`config.mk`:
```
export PLATFORM = sky130hd
export DESIGN_NAME = nibble_serial_adder
export DESIGN_NICKNAME = d
export VERILOG_FILES = /design/src/rtl/nibble_serial_adder_pkg.sv /design/src/rtl/nibble_serial_adder_rca.sv /design/src/rtl/nibble_serial_adder.sv
export SDC_FILE = /design/constraint.sdc
export NUM_CORES = 1
export LEC_CHECK = 0
export CAP_MARGIN = 10
export CORE_ASPECT_RATIO = 1.2
export CORE_UTILIZATION = 25
export CTS_BUF_LIST = sky130_fd_sc_hd__clkbuf_4 sky130_fd_sc_hd__clkbuf_8
export CTS_CLUSTER_DIAMETER = 40
export DETAILED_ROUTE_END_ITERATION = 12
export PLACE_DENSITY = 0.46
export SETUP_SLACK_MARGIN = 0.15
export SKIP_LAST_GASP = 1
export SYNTH_ARGS = -nofsm -noshare
export SYNTH_HDL_FRONTEND = slang
export SYNTH_SLANG_ARGS = --single-unit
```
`constraint.sdc`:
```
create_clock -name clk -period 3.2 [get_ports clk]
set_input_delay 0.8 -clock clk [delete_from_list [all_inputs] [get_ports clk]]
set_output_delay 0.8 -clock clk [all_outputs]
set_load 0.005 [all_outputs]
```
`src/rtl/nibble_serial_adder_pkg.sv`:
```
// Shared types and constants for the nibble-serial adder.
// FSM state encoding and the per-step digit width.
package nibble_serial_adder_pkg;

  localparam int NIBBLE_W = 4;

  typedef enum logic [1:0] {
    IDLE,
    BUSY,
    DONE
  } state_e;

endpackage

```
`src/rtl/nibble_serial_adder_rca.sv`:
```
// ripple_carry_adder_4bit: one-nibble ripple-carry adder,
// the per-cycle datapath of nibble_serial_adder.
module ripple_carry_adder_4bit
  import nibble_serial_adder_pkg::*;
(
  input  logic [NIBBLE_W-1:0] a,
  input  logic [NIBBLE_W-1:0] b,
  input  logic                cin,
  output logic [NIBBLE_W-1:0] sum,
  output logic                carry
);

  logic [NIBBLE_W:0] c;

  always_comb begin
    c    = '0;
    sum  = '0;
    c[0] = cin;
    for (int i = 0; i < NIBBLE_W; i++) begin
      sum[i]   = a[i] ^ b[i] ^ c[i];
      c[i+1]   = (a[i] & b[i]) | (c[i] & (a[i] ^ b[i]));
    end
  end

  assign carry = c[NIBBLE_W];

endmodule

```
`src/rtl/nibble_serial_adder.sv`:
```
// Nibble-serial unsigned adder with valid/ready handshakes.
// Define NIBBLE_SERIAL_ADDER_OVF_EN to add the signed-overflow output ovf.
module nibble_serial_adder
  import nibble_serial_adder_pkg::*;
#(
  parameter int NIBBLES = 4
) (
  input  logic                    clk,
  input  logic                    rst_n,
  input  logic [NIBBLE_W*NIBBLES-1:0] a,
  input  logic [NIBBLE_W*NIBBLES-1:0] b,
  input  logic                    cin,
  input  logic                    in_valid,
  output logic                    in_ready,
  output logic [NIBBLE_W*NIBBLES-1:0] sum,
  output logic                    carry,
`ifdef NIBBLE_SERIAL_ADDER_OVF_EN
  output logic                    ovf,
`endif
  output logic                    out_valid,
  input  logic                    out_ready
);

  localparam int W     = NIBBLE_W * NIBBLES;
  localparam int IDX_W = (NIBBLES > 1) ? $clog2(NIBBLES) : 1;
  localparam logic [IDX_W-1:0] IDX_LAST = IDX_W'(NIBBLES - 1);

  state_e           state_q, state_d;
  logic [W-1:0]     a_q, a_d;
  logic [W-1:0]     b_q, b_d;
  logic [W-1:0]     sum_q, sum_d;
  logic [IDX_W-1:0] idx_q, idx_d;
  logic             c_q, c_d;
  logic             carry_q, carry_d;
`ifdef NIBBLE_SERIAL_ADDER_OVF_EN
  logic             ovf_q, ovf_d;
`endif

  logic [NIBBLE_W-1:0] nib_sum;
  logic                nib_carry;

  ripple_carry_adder_4bit u_rca (
    .a     (a_q[NIBBLE_W-1:0]),
    .b     (b_q[NIBBLE_W-1:0]),
    .cin   (c_q),
    .sum   (nib_sum),
    .carry (nib_carry)
  );

  always_comb begin
    state_d = state_q;
    a_d     = a_q;
    b_d     = b_q;
    sum_d   = sum_q;
    idx_d   = idx_q;
    c_d     = c_q;
    carry_d = carry_q;
`ifdef NIBBLE_SERIAL_ADDER_OVF_EN
    ovf_d   = ovf_q;
`endif
    unique case (state_q)
      IDLE: begin
        if (in_valid) begin
          a_d     = a;
          b_d     = b;
          c_d     = cin;
          idx_d   = '0;
          sum_d   = '0;
          carry_d = 1'b0;
`ifdef NIBBLE_SERIAL_ADDER_OVF_EN
          ovf_d   = 1'b0;
`endif
          state_d = BUSY;
        end
      end
      BUSY: begin
        a_d = a_q >> NIBBLE_W;
        b_d = b_q >> NIBBLE_W;
        c_d = nib_carry;
        for (int i = 0; i < NIBBLES; i++) begin
          if (idx_q == IDX_W'(i)) begin
            sum_d[i*NIBBLE_W +: NIBBLE_W] = nib_sum;
          end
        end
        if (idx_q == IDX_LAST) begin
          carry_d = nib_carry;
`ifdef NIBBLE_SERIAL_ADDER_OVF_EN
          // Same-sign operands giving an opposite-sign result.
          ovf_d   = ~(a_q[NIBBLE_W-1] ^ b_q[NIBBLE_W-1])
                  & (nib_sum[NIBBLE_W-1] ^ a_q[NIBBLE_W-1]);
`endif
          state_d = DONE;
        end else begin
          idx_d = idx_q + 1'b1;
        end
      end
      DONE: begin
        if (out_ready) begin
          state_d = IDLE;
        end
      end
      default: state_d = IDLE;
    endcase
  end

  always_ff @(posedge clk or negedge rst_n) begin
    if (!rst_n) begin
      state_q <= IDLE;
      a_q     <= '0;
      b_q     <= '0;
      sum_q   <= '0;
      idx_q   <= '0;
      c_q     <= 1'b0;
      carry_q <= 1'b0;
`ifdef NIBBLE_SERIAL_ADDER_OVF_EN
      ovf_q   <= 1'b0;
`endif
    end else begin
      state_q <= state_d;
      a_q     <= a_d;
      b_q     <= b_d;
      sum_q   <= sum_d;
      idx_q   <= idx_d;
      c_q     <= c_d;
      carry_q <= carry_d;
`ifdef NIBBLE_SERIAL_ADDER_OVF_EN
      ovf_q   <= ovf_d;
`endif
    end
  end

  assign in_ready  = (state_q == IDLE);
  assign out_valid = (state_q == DONE);
  assign sum       = sum_q;
  assign carry     = carry_q;
`ifdef NIBBLE_SERIAL_ADDER_OVF_EN
  assign ovf       = ovf_q;
`endif

endmodule

```
# ---- After elaboration in Yosys (flattened, before gate mapping)
# Index checks and enable logic that the tools add are counted.
dict set report totals {
  in_bits 37
  out_inout_bits 19
  word_cells 75
  reg_bits 54
}
dict set report classes {
  mux 22
  n_eq_ne 12
  n_reduce_logical 10
  n_bitwise 20
  n_addsub 1
}
# operator count
set op_table {}
lappend op_table {{16-bit case mux with 2 select lines} 3}
lappend op_table {{16-bit 2-to-1 mux} 3}
lappend op_table {{3-bit AND reduction} 6}
lappend op_table {{4-bit 2-to-1 mux} 4}
lappend op_table {{2-bit inequality test, second input constant} 6}
lappend op_table {{2-bit 2-to-1 mux} 5}
lappend op_table {{1-bit AND} 8}
lappend op_table {{1-bit bitwise XOR} 8}
lappend op_table {{2-bit == test, second input constant} 3}
lappend op_table {{2-bit case mux with 3 select lines} 1}
lappend op_table {{2-bit by 1-bit == test with 1-bit output, second input constant} 2}
lappend op_table {{2-bit logical NOT} 2}
lappend op_table {{1-bit bitwise OR} 4}
lappend op_table {{1-bit case mux with 2 select lines} 2}
lappend op_table {{2-bit case mux with 2 select lines} 1}
lappend op_table {{1-bit 2-to-1 mux} 3}
lappend op_table {{2-bit by 1-bit adder with 2-bit output, second input constant} 1}
lappend op_table {{2-bit by 1-bit inequality test with 1-bit output, second input constant} 1}
lappend op_table {{2-bit AND reduction} 1}
lappend op_table {{2-bit nonzero test} 1}

# ---- Logic depth before layout (Yosys ltp)
# Gate-level depths: netlist (run 1).
dict set report depth {
  depth_word 11
  depth_mapped 8
  depth_no_buf 8
}

# ---- Cells and area by module
# Synthesis (run 1) repeated with hierarchy kept, for this count alone.
dict set report hier_totals {
  hier_cells 278
  hier_area_um2 2695.1
}
# module area_each_um2 cells_per_inst seq_area_each_um2 n_inst
set by_module_without_submodules {}
lappend by_module_without_submodules {nibble_serial_adder 2577.5 264 1351.3 1}
lappend by_module_without_submodules {ripple_carry_adder_4bit 117.6 14 0.0 1}

# ---- Worst setup path after synthesis (run 1)
# Ideal clock, no wire load.
dict set report synth_timing {
  path_kind {register to register}
  start {register a_q[0]}
  end {register sum_q[11], in the netlist sum[11]}
  arrival_time_ns 2.134
  slack_ns 0.962
  path_stages_with_launch 9
  setup_ns 0.104
  cell_sequence {dfrtp_1 inv_1 fa_1 inv_1 fa_1 fa_1 inv_1 fa_1 o311ai_1}
}
dict set report synth_via {
  elab_chain_len 10
  elab_cells_between_ends 11
  classes_between {mux: 2; bitwise: 9}
}
# item line
set synth_rtl {}
lappend synth_rtl {{start, declared} nibble_serial_adder.sv:29} ;# logic [W-1:0] a_q, a_d;
lappend synth_rtl {{start signal, assigned} nibble_serial_adder.sv:109} ;# a_q <= '0;
lappend synth_rtl {{start signal, assigned} nibble_serial_adder.sv:120} ;# a_q <= a_d;
lappend synth_rtl {{1-bit bitwise XOR} nibble_serial_adder_rca.sv:21} ;# c[i+1] = (a[i] & b[i]) | (c[i] & (a[i] ^ b[i]));
lappend synth_rtl {{1-bit AND} nibble_serial_adder_rca.sv:21}
lappend synth_rtl {{1-bit bitwise OR *} nibble_serial_adder_rca.sv:21}
lappend synth_rtl {{1-bit AND *} nibble_serial_adder_rca.sv:21}
lappend synth_rtl {{1-bit bitwise OR *} nibble_serial_adder_rca.sv:21}
lappend synth_rtl {{1-bit AND *} nibble_serial_adder_rca.sv:21}
lappend synth_rtl {{1-bit bitwise OR *} nibble_serial_adder_rca.sv:21}
lappend synth_rtl {{1-bit bitwise XOR *} nibble_serial_adder_rca.sv:20} ;# sum[i] = a[i] ^ b[i] ^ c[i];
lappend synth_rtl {{4-bit 2-to-1 mux *} nibble_serial_adder.sv:81} ;# if (idx_q == IDX_W'(i)) begin
lappend synth_rtl {{16-bit case mux with 2 select lines *} nibble_serial_adder.sv:61} ;# unique case (state_q)
lappend synth_rtl {{end signal, assigned} nibble_serial_adder.sv:122} ;# sum_q <= sum_d;
lappend synth_rtl {{end, declared} nibble_serial_adder.sv:31} ;# logic [W-1:0] sum_q, sum_d;
# Every way passes the cells marked *; elsewhere a longest branch is shown, timed or not. The select of a mux whose other input is x is not followed.
# A chain may end at the register's enable or synchronous reset.

# ---- Worst setup path after layout (run 1)
dict set report layout_timing {
  start {register a_q[0]}
  end {register sum_q[7], in the netlist sum[7]}
}
# Same word-level chain as after synthesis.

==> results.json, run 1 <==
{
  "setup_viol": 0,
  "clockPowerShare_pct": 12.3,
  "fp.dieW_um": 95.6,
  "p_sw_share_pct": 42.2,
  "synth_area_leaders": "dfrtp_1 (51%), o22ai_1 (7.9%), nand2_1 (5.4%), a21oi_1 (4.6%), fa_1 (3.0%)",
  "worst_clock_skew_ns": 0.0112,
  "die_h_um": 114,
  "fin_tns_setup_ns": 0,
  "routed_wl_mm": 7.02,
  "synth_compound_area_share_pct": 24.2,
  "drc_errors": 0,
  "cap_violations": 0,
  "grt_start_max_net_pins": 55,
  "crit_path_end_kind": "register",
  "critPathKind": "reg -> reg",
  "yosysTopAreaCell": "dfrtp_1",
  "synth_edf_count": 0,
  "final_critical_path_setup_slack_ns": 0.797,
  "post-place-ws_ns": 0.803,
  "worstHoldPathType": "reg -> reg",
  "htree_levels": 2,
  "antenna_found_initial": 0,
  "status": "complete, no violations",
  "track_usage_pct": 13.6,
  "critPathArrivalTime_ns": 2.61,
  "ctsResizeCount": 0,
  "multi_input_area_um2": 1090,
  "wire_per_inst_um": 16.4,
  "drive_gt1_share_pct": 9.24,
  "cts_tree": "yes",
  "ys_ff_latch": 54,
  "worst_pin_slew_ns": 0.714,
  "first_iter_violations": 108,
  "yosys_warnings": 0,
  "r2r_slack_ns": 0.80,
  "vias": 2120,
  "slew_headroom_pct": 52.4,
  "start_kind": "register",
  "die_area_um2": 10900,
  "finalCriticalPeriod_ns": 2.40,
  "synth.most_common_cell": "dfrtp_1",
  "grt_first_pass_wirelength_mm": 11.3,
  "crit_fanout": 4,
  "layout.nets": 347,
  "fillers": 1042,
  "globalplace.congestion": 0.729,
  "cts_buffer_depth": 2,
  "netlist_top_cells_count": "dfrtp_1 (54), nand2_1 (38), o22ai_1 (33)",
  "ant_nets": 0,
  "dp_hpwl_mm": 4.91,
  "syn_avg_cell_area_um2": 10.5,
  "antennaDiodeCount": 0,
  "pwr-share-comb_pct": 49.8,
  "synth_xor_area_share_pct": 0,
  "synth_top_area_share_pct": 51.4,
  "synth_fa_ha_area_share_pct": 4.95,
  "seqPwrFrac_pct": 37.9,
  "p_leak_nw": 1.37,
  "min_period_over_period_pct": 75.1,
  "cts.sinks": 54,
  "async_reset_ff_share_pct": 100,
  "syn2layout_area_growth_pct": 26.5,
  "cts_root_buf": "clkbuf_8",
  "io_buffer_count": 55,
  "via_per_inst": 4.94,
  "required_ns": 3.41,
  "gr-total-overflow": 0,
  "final_max_slew_viol_count": 0,
  "first_pass_iters": 4,
  "postSynthCellCount": 251,
  "postCtsHoldBufs": 0,
  "power_density_nw_per_um2": 954,
  "start_util_pct": 26.0,
  "cts_made_buffers": 5,
  "clk_latency_ns": 0.31,
  "p_int_mw": 1.83,
  "p_switching_mw": 1.34,
  "std_cell_rows": 40,
  "yosys-mux-area-fraction_pct": 0,
  "rsz0062_at_grt": "no",
  "syn-cell-area_um2": 2630,
  "fmax_mhz": 416,
  "grt_pass1_vias": 2077,
  "peakVddDrop_mv": 0.273,
  "synth-seq-area-share_pct": 51.4,
  "core_um2": 10100,
  "synth_top_family_by_area": "compound AO/OA/AOI/OAI gates",
  "ys.flop_type": "dfrtp_1",
  "yosys.area_share.simple_pct": 12.4,
  "clk_pin_slew_ns": 0.11,
  "syn_nets": 296,
  "ys_types": 33,
  "finalHoldViolCount": 0,
  "seq_area_um2": 1350,
  "pin_count": 56,
  "cts_setup_buffers": 0
}
final cells by class:
class,instances,area share [%]
clock buffer,5,2.07
tap,126,4.74
sequential,54,40.6
clock inverter,3,0.640
multi-input combinational,168,32.9
inverter,13,1.47
timing repair buffer,60,17.5
power groups by stage:
stage               sequential, mW  combinational [mW]  clock [mW]
floorplan                     1.15                1.15           0
finish                        1.20                1.58       0.390
global placement              1.21                1.59           0
CTS                           1.21                1.62       0.407
global route                  1.24                1.79       0.425
detailed placement            1.22                1.61           0
layout by cell type (no fill, tap or decap), types with 2 or more instances in the layout:
master           synthesis  layout
nand3b_1                 2       2
nor2_1                  14      14
a21oi_1                 24      24
o22ai_1                 33      33
clkbuf_8                 0       5
nand2_1                 38      38
o221a_2                  2       2
o311ai_1                 9       9
ha_1                     4       4
inv_1                   11      11
inv_2                    2       2
clkdlybuf4s50_1          0      54
nand2_2                  4       4
buf_4                    4       5
fa_1                     4       4
and2b_1                  3       3
dfrtp_1                 54      54
o211ai_1                 8       8
a22o_1                   8       8
nand2b_4                 2       2
worst max-delay path: stages, from the launching register on:
cell and delay (ns):
dfrtp_1 0.41, inv_1 0.09, fa_1 0.17, inv_1 0.05
fa_1 0.38, fa_1 0.38, inv_1 0.08, fa_1 0.46
o311ai_1 0.28
sequential cells by signal (all words and copies together) (netlist names):
| register | cells |
|---|---|
| state_q | 2 |
| carry | 1 |
| c_q | 1 |
| a_q | 16 |
| sum | 16 |
| idx_q | 2 |
| b_q | 16 |
metal layers:
| layer | GRT usage (%) | part of all wire [%] | vias up |
|---|---|---|---|
| met4 | 3.38 | 0.87 | 0 |
| met2 | 22.7 | 49 | 56 |
| met3 | 1.99 | 3.3 | 6 |
| met1 | 18.4 | 47 | 1051 |
| met5 | 0 | 0 | - |
| li1 | - | - | 1007 |
logic make-up after synthesis:
group           after synthesis
compound gates               91
simple gates                 69
flops                        54
buf+inv                      29
fa+ha+maj                     8
path summary, 6_finish.rpt:
check,startpoint,cells past startpoint,endpoint
worst min-delay path,a_q[13]$_DFFE_PN0P_,1,a_q[13]$_DFFE_PN0P_
max in group asynchronous,rst_n,2,sum[15]$_DFFE_PN0P_
worst min register to register,a_q[13]$_DFFE_PN0P_,1,a_q[13]$_DFFE_PN0P_
min in group asynchronous,rst_n,2,sum[9]$_DFFE_PN0P_
worst max register to register,a_q[0]$_DFFE_PN0P_,8,sum[7]$_DFFE_PN0P_
worst max-delay path,a_q[0]$_DFFE_PN0P_,8,sum[7]$_DFFE_PN0P_
stage by stage:
stage | instance area (um2) | hold slack, ns | std cells | total power [mW] | utilization, %
2_1_floorplan | 2630 | 0.473 | 251 | 2.30 | -
3_3_place_gp | 3230 | 0.490 | 421 | 2.80 | 32.0
3_5_place_dp | 3230 | 0.492 | 421 | 2.83 | 32.0
4_1_cts | 3320 | 0.520 | 429 | 3.23 | 32.9
5_1_grt | 3320 | 0.530 | 429 | 3.45 | 32.9
6_report | 3320 | 0.520 | 429 | 3.17 | 32.9
Power figures use the tool's default switching activity.
==> inputs of run 2 (changes only) <==
--- a/config.mk
+++ b/config.mk
@@ -11,7 +11,7 @@
 export CTS_BUF_LIST = sky130_fd_sc_hd__clkbuf_4 sky130_fd_sc_hd__clkbuf_8
 export CTS_CLUSTER_DIAMETER = 40
 export DETAILED_ROUTE_END_ITERATION = 12
-export PLACE_DENSITY = 0.46
+export PLACE_DENSITY = 0.48
 export SETUP_SLACK_MARGIN = 0.15
 export SKIP_LAST_GASP = 1
 export SYNTH_ARGS = -nofsm -noshare
==> constraint.sdc (replaced) <==
create_clock -name clk -period 2.2 [get_ports clk]
set_input_delay 0.55 -clock clk [delete_from_list [all_inputs] [get_ports clk]]
set_output_delay 0.55 -clock clk [all_outputs]
set_load 0.005 [all_outputs]
==> run 2 against run 1 <==
- the flow now finishes with violations (setup timing)
- hold slack got worse by 0.33 ns
- setup slack worse by 0.86 ns
- combinational power rose by 57%
- non-clock buffer count is 7 higher
- fmax increased by 6.3%
- core utilization is 1.1 points higher
- critical endpoint unchanged
- highest routed layer unchanged
==> results.json, run 2 (synthesis gave the netlist of run 1 again) <==
{
  "io_buffer_count": 55,
  "std_cell_rows": 40,
  "die_h_um": 114,
  "rsz0062_at_grt": "yes",
  "first_iter_violations": 88,
  "peakVddDrop_mv": 0.443,
  "clk_pin_slew_ns": 0.11,
  "start_util_pct": 26.0,
  "wire_per_inst_um": 15.7,
  "grt_first_pass_wirelength_mm": 11.2,
  "routed_wl_mm": 6.87,
  "slew_headroom_pct": 56.5,
  "grt_start_max_net_pins": 28,
  "pin_count": 56,
  "finalCriticalPeriod_ns": 2.26,
  "required_ns": 2.41,
  "reg2reg_depth": 8,
  "track_usage_pct": 13.5,
  "cts_root_buf": "clkbuf_8",
  "postCtsHoldBufs": 0,
  "syn2layout_area_growth_pct": 30.7,
  "finalHoldViolCount": 0,
  "cts_tree": "yes",
  "r2r_slack_ns": -0.06,
  "p_switching_mw": 2.03,
  "pwr-share-comb_pct": 51.5,
  "crit_fanout": 4,
  "htree_levels": 2,
  "final_common_cell": "clkdlybuf4s50_1",
  "worst_hold_slack_ns": 0.188,
  "worstHoldPathType": "in -> async",
  "final_max_slew_viol_count": 0,
  "cap_violations": 0,
  "min_period_over_period_pct": 103,
  "p_int_mw": 2.79,
  "drive_gt1_share_pct": 16.8,
  "crit_path_end_kind": "register",
  "cts.sinks": 54,
  "final_critical_path_setup_slack_ns": -0.0595,
  "layout.nets": 354,
  "most-common-layout-cells": "clkdlybuf4s50_1 (54), dfrtp_1 (52), nand2_1 (37)",
  "clk_latency_ns": 0.32,
  "first_pass_iters": 4,
  "p_sw_share_pct": 42.1,
  "seqPwrFrac_pct": 36.2,
  "critPathKind": "reg -> reg",
  "dp_hpwl_mm": 4.98,
  "fmax_mhz": 443,
  "power_density_nw_per_um2": 1400,
  "start_kind": "register",
  "cts_made_buffers": 5,
  "clockPowerShare_pct": 12.3,
  "p_leak_nw": 1.40,
  "grt_pass1_vias": 2100,
  "ant_nets": 0,
  "via_per_inst": 4.97,
  "setup_viol": 4,
  "die_area_um2": 10900,
  "status": "finished, violations left",
  "globalplace.congestion": 0.755,
  "gr-total-overflow": 0,
  "core_um2": 10100,
  "critPathArrivalTime_ns": 2.47,
  "vias": 2167,
  "drc_errors": 0,
  "fp.dieW_um": 95.6,
  "worst_pin_slew_ns": 0.650,
  "p_total_mw": 4.82,
  "antennaDiodeCount": 0,
  "worst_clock_skew_ns": 0.00834,
  "cts_buffer_depth": 2,
  "antenna_found_initial": 0,
  "violations": "setup timing"
}
[run 2: power by group through the flow]
stage	registers [mW]	logic, mW	clock network [mW]
2_1_floorplan	1.68	1.69	0
3_5_place_dp	1.76	2.38	0
5_1_grt	1.81	2.77	0.640
4_1_cts	1.74	2.44	0.617
3_3_place_gp	1.75	2.35	0
6_report	1.75	2.48	0.594
[run 2: final cells by class]
class | instances | area (um2)
clock inverters | 3 | 25.0
well taps | 126 | 158
multi-input cells | 168 | 1140
repair buffers | 67 | 636
fillers | 1044 | 6680
flip-flops and latches | 54 | 1350
clock buffers | 5 | 68.8
inverters | 13 | 48.8
[run 2: worst paths after layout]
check	start	endpoint
worst min-delay path	rst_n	b_q[12]$_DFFE_PN0P_
worst max-delay path	a_q[0]$_DFFE_PN0P_	sum[7]$_DFFE_PN0P_
worst max register to register	a_q[0]$_DFFE_PN0P_	sum[7]$_DFFE_PN0P_
worst min register to register	sum[12]$_DFFE_PN0P_	sum[12]$_DFFE_PN0P_
max in group asynchronous	rst_n	state_q[1]$_DFFE_PN0P_
min in group clk	sum[12]$_DFFE_PN0P_	sum[12]$_DFFE_PN0P_
[run 2: stage by stage]
stage | area (um2) | setup slack (ns) | std cells | setup TNS [ns] | utilization, %
finish | 3430 | -0.0595 | 436 | -0.194 | 34.0
global route | 3430 | -0.143 | 436 | -0.520 | 34.0
CTS | 3400 | -0.0627 | 436 | -0.163 | 33.6
detailed placement | 3280 | -0.0676 | 426 | -0.219 | 32.4
global placement | 3280 | -0.00541 | 426 | -0.0206 | 32.4
floorplan | 2630 | 0.0641 | 251 | 0 | -
[run 2: what timing repair did]
item                       in CTS  in global routing
setup endpoints to repair       7                 12
setup buffers                   2                  0
gates cloned                    0                  0
gates resized for setup         4                 11
pin swaps                       2                  2
[run 2: worst max-delay path, stage by stage (launching register included)]
cell and delay (ns):
dfrtp_1 0.40, inv_2 0.07, fa_2 0.20, inv_2 0.04, fa_2 0.34, fa_2 0.34
inv_2 0.06, fa_2 0.48, o311ai_1 0.24
[run 2: per-layer routing]
| layer | vias up | track usage (%) | share of wire [%] |
|---|---|---|---|
| met1 | 1076 | 18.1 | 46 |
| met5 | - | 0 | 0 |
| met2 | 50 | 22.1 | 49 |
| met3 | 9 | 2.46 | 3.4 |
| li1 | 1032 | - | - |
| met4 | 0 | 3.88 | 1.2 |
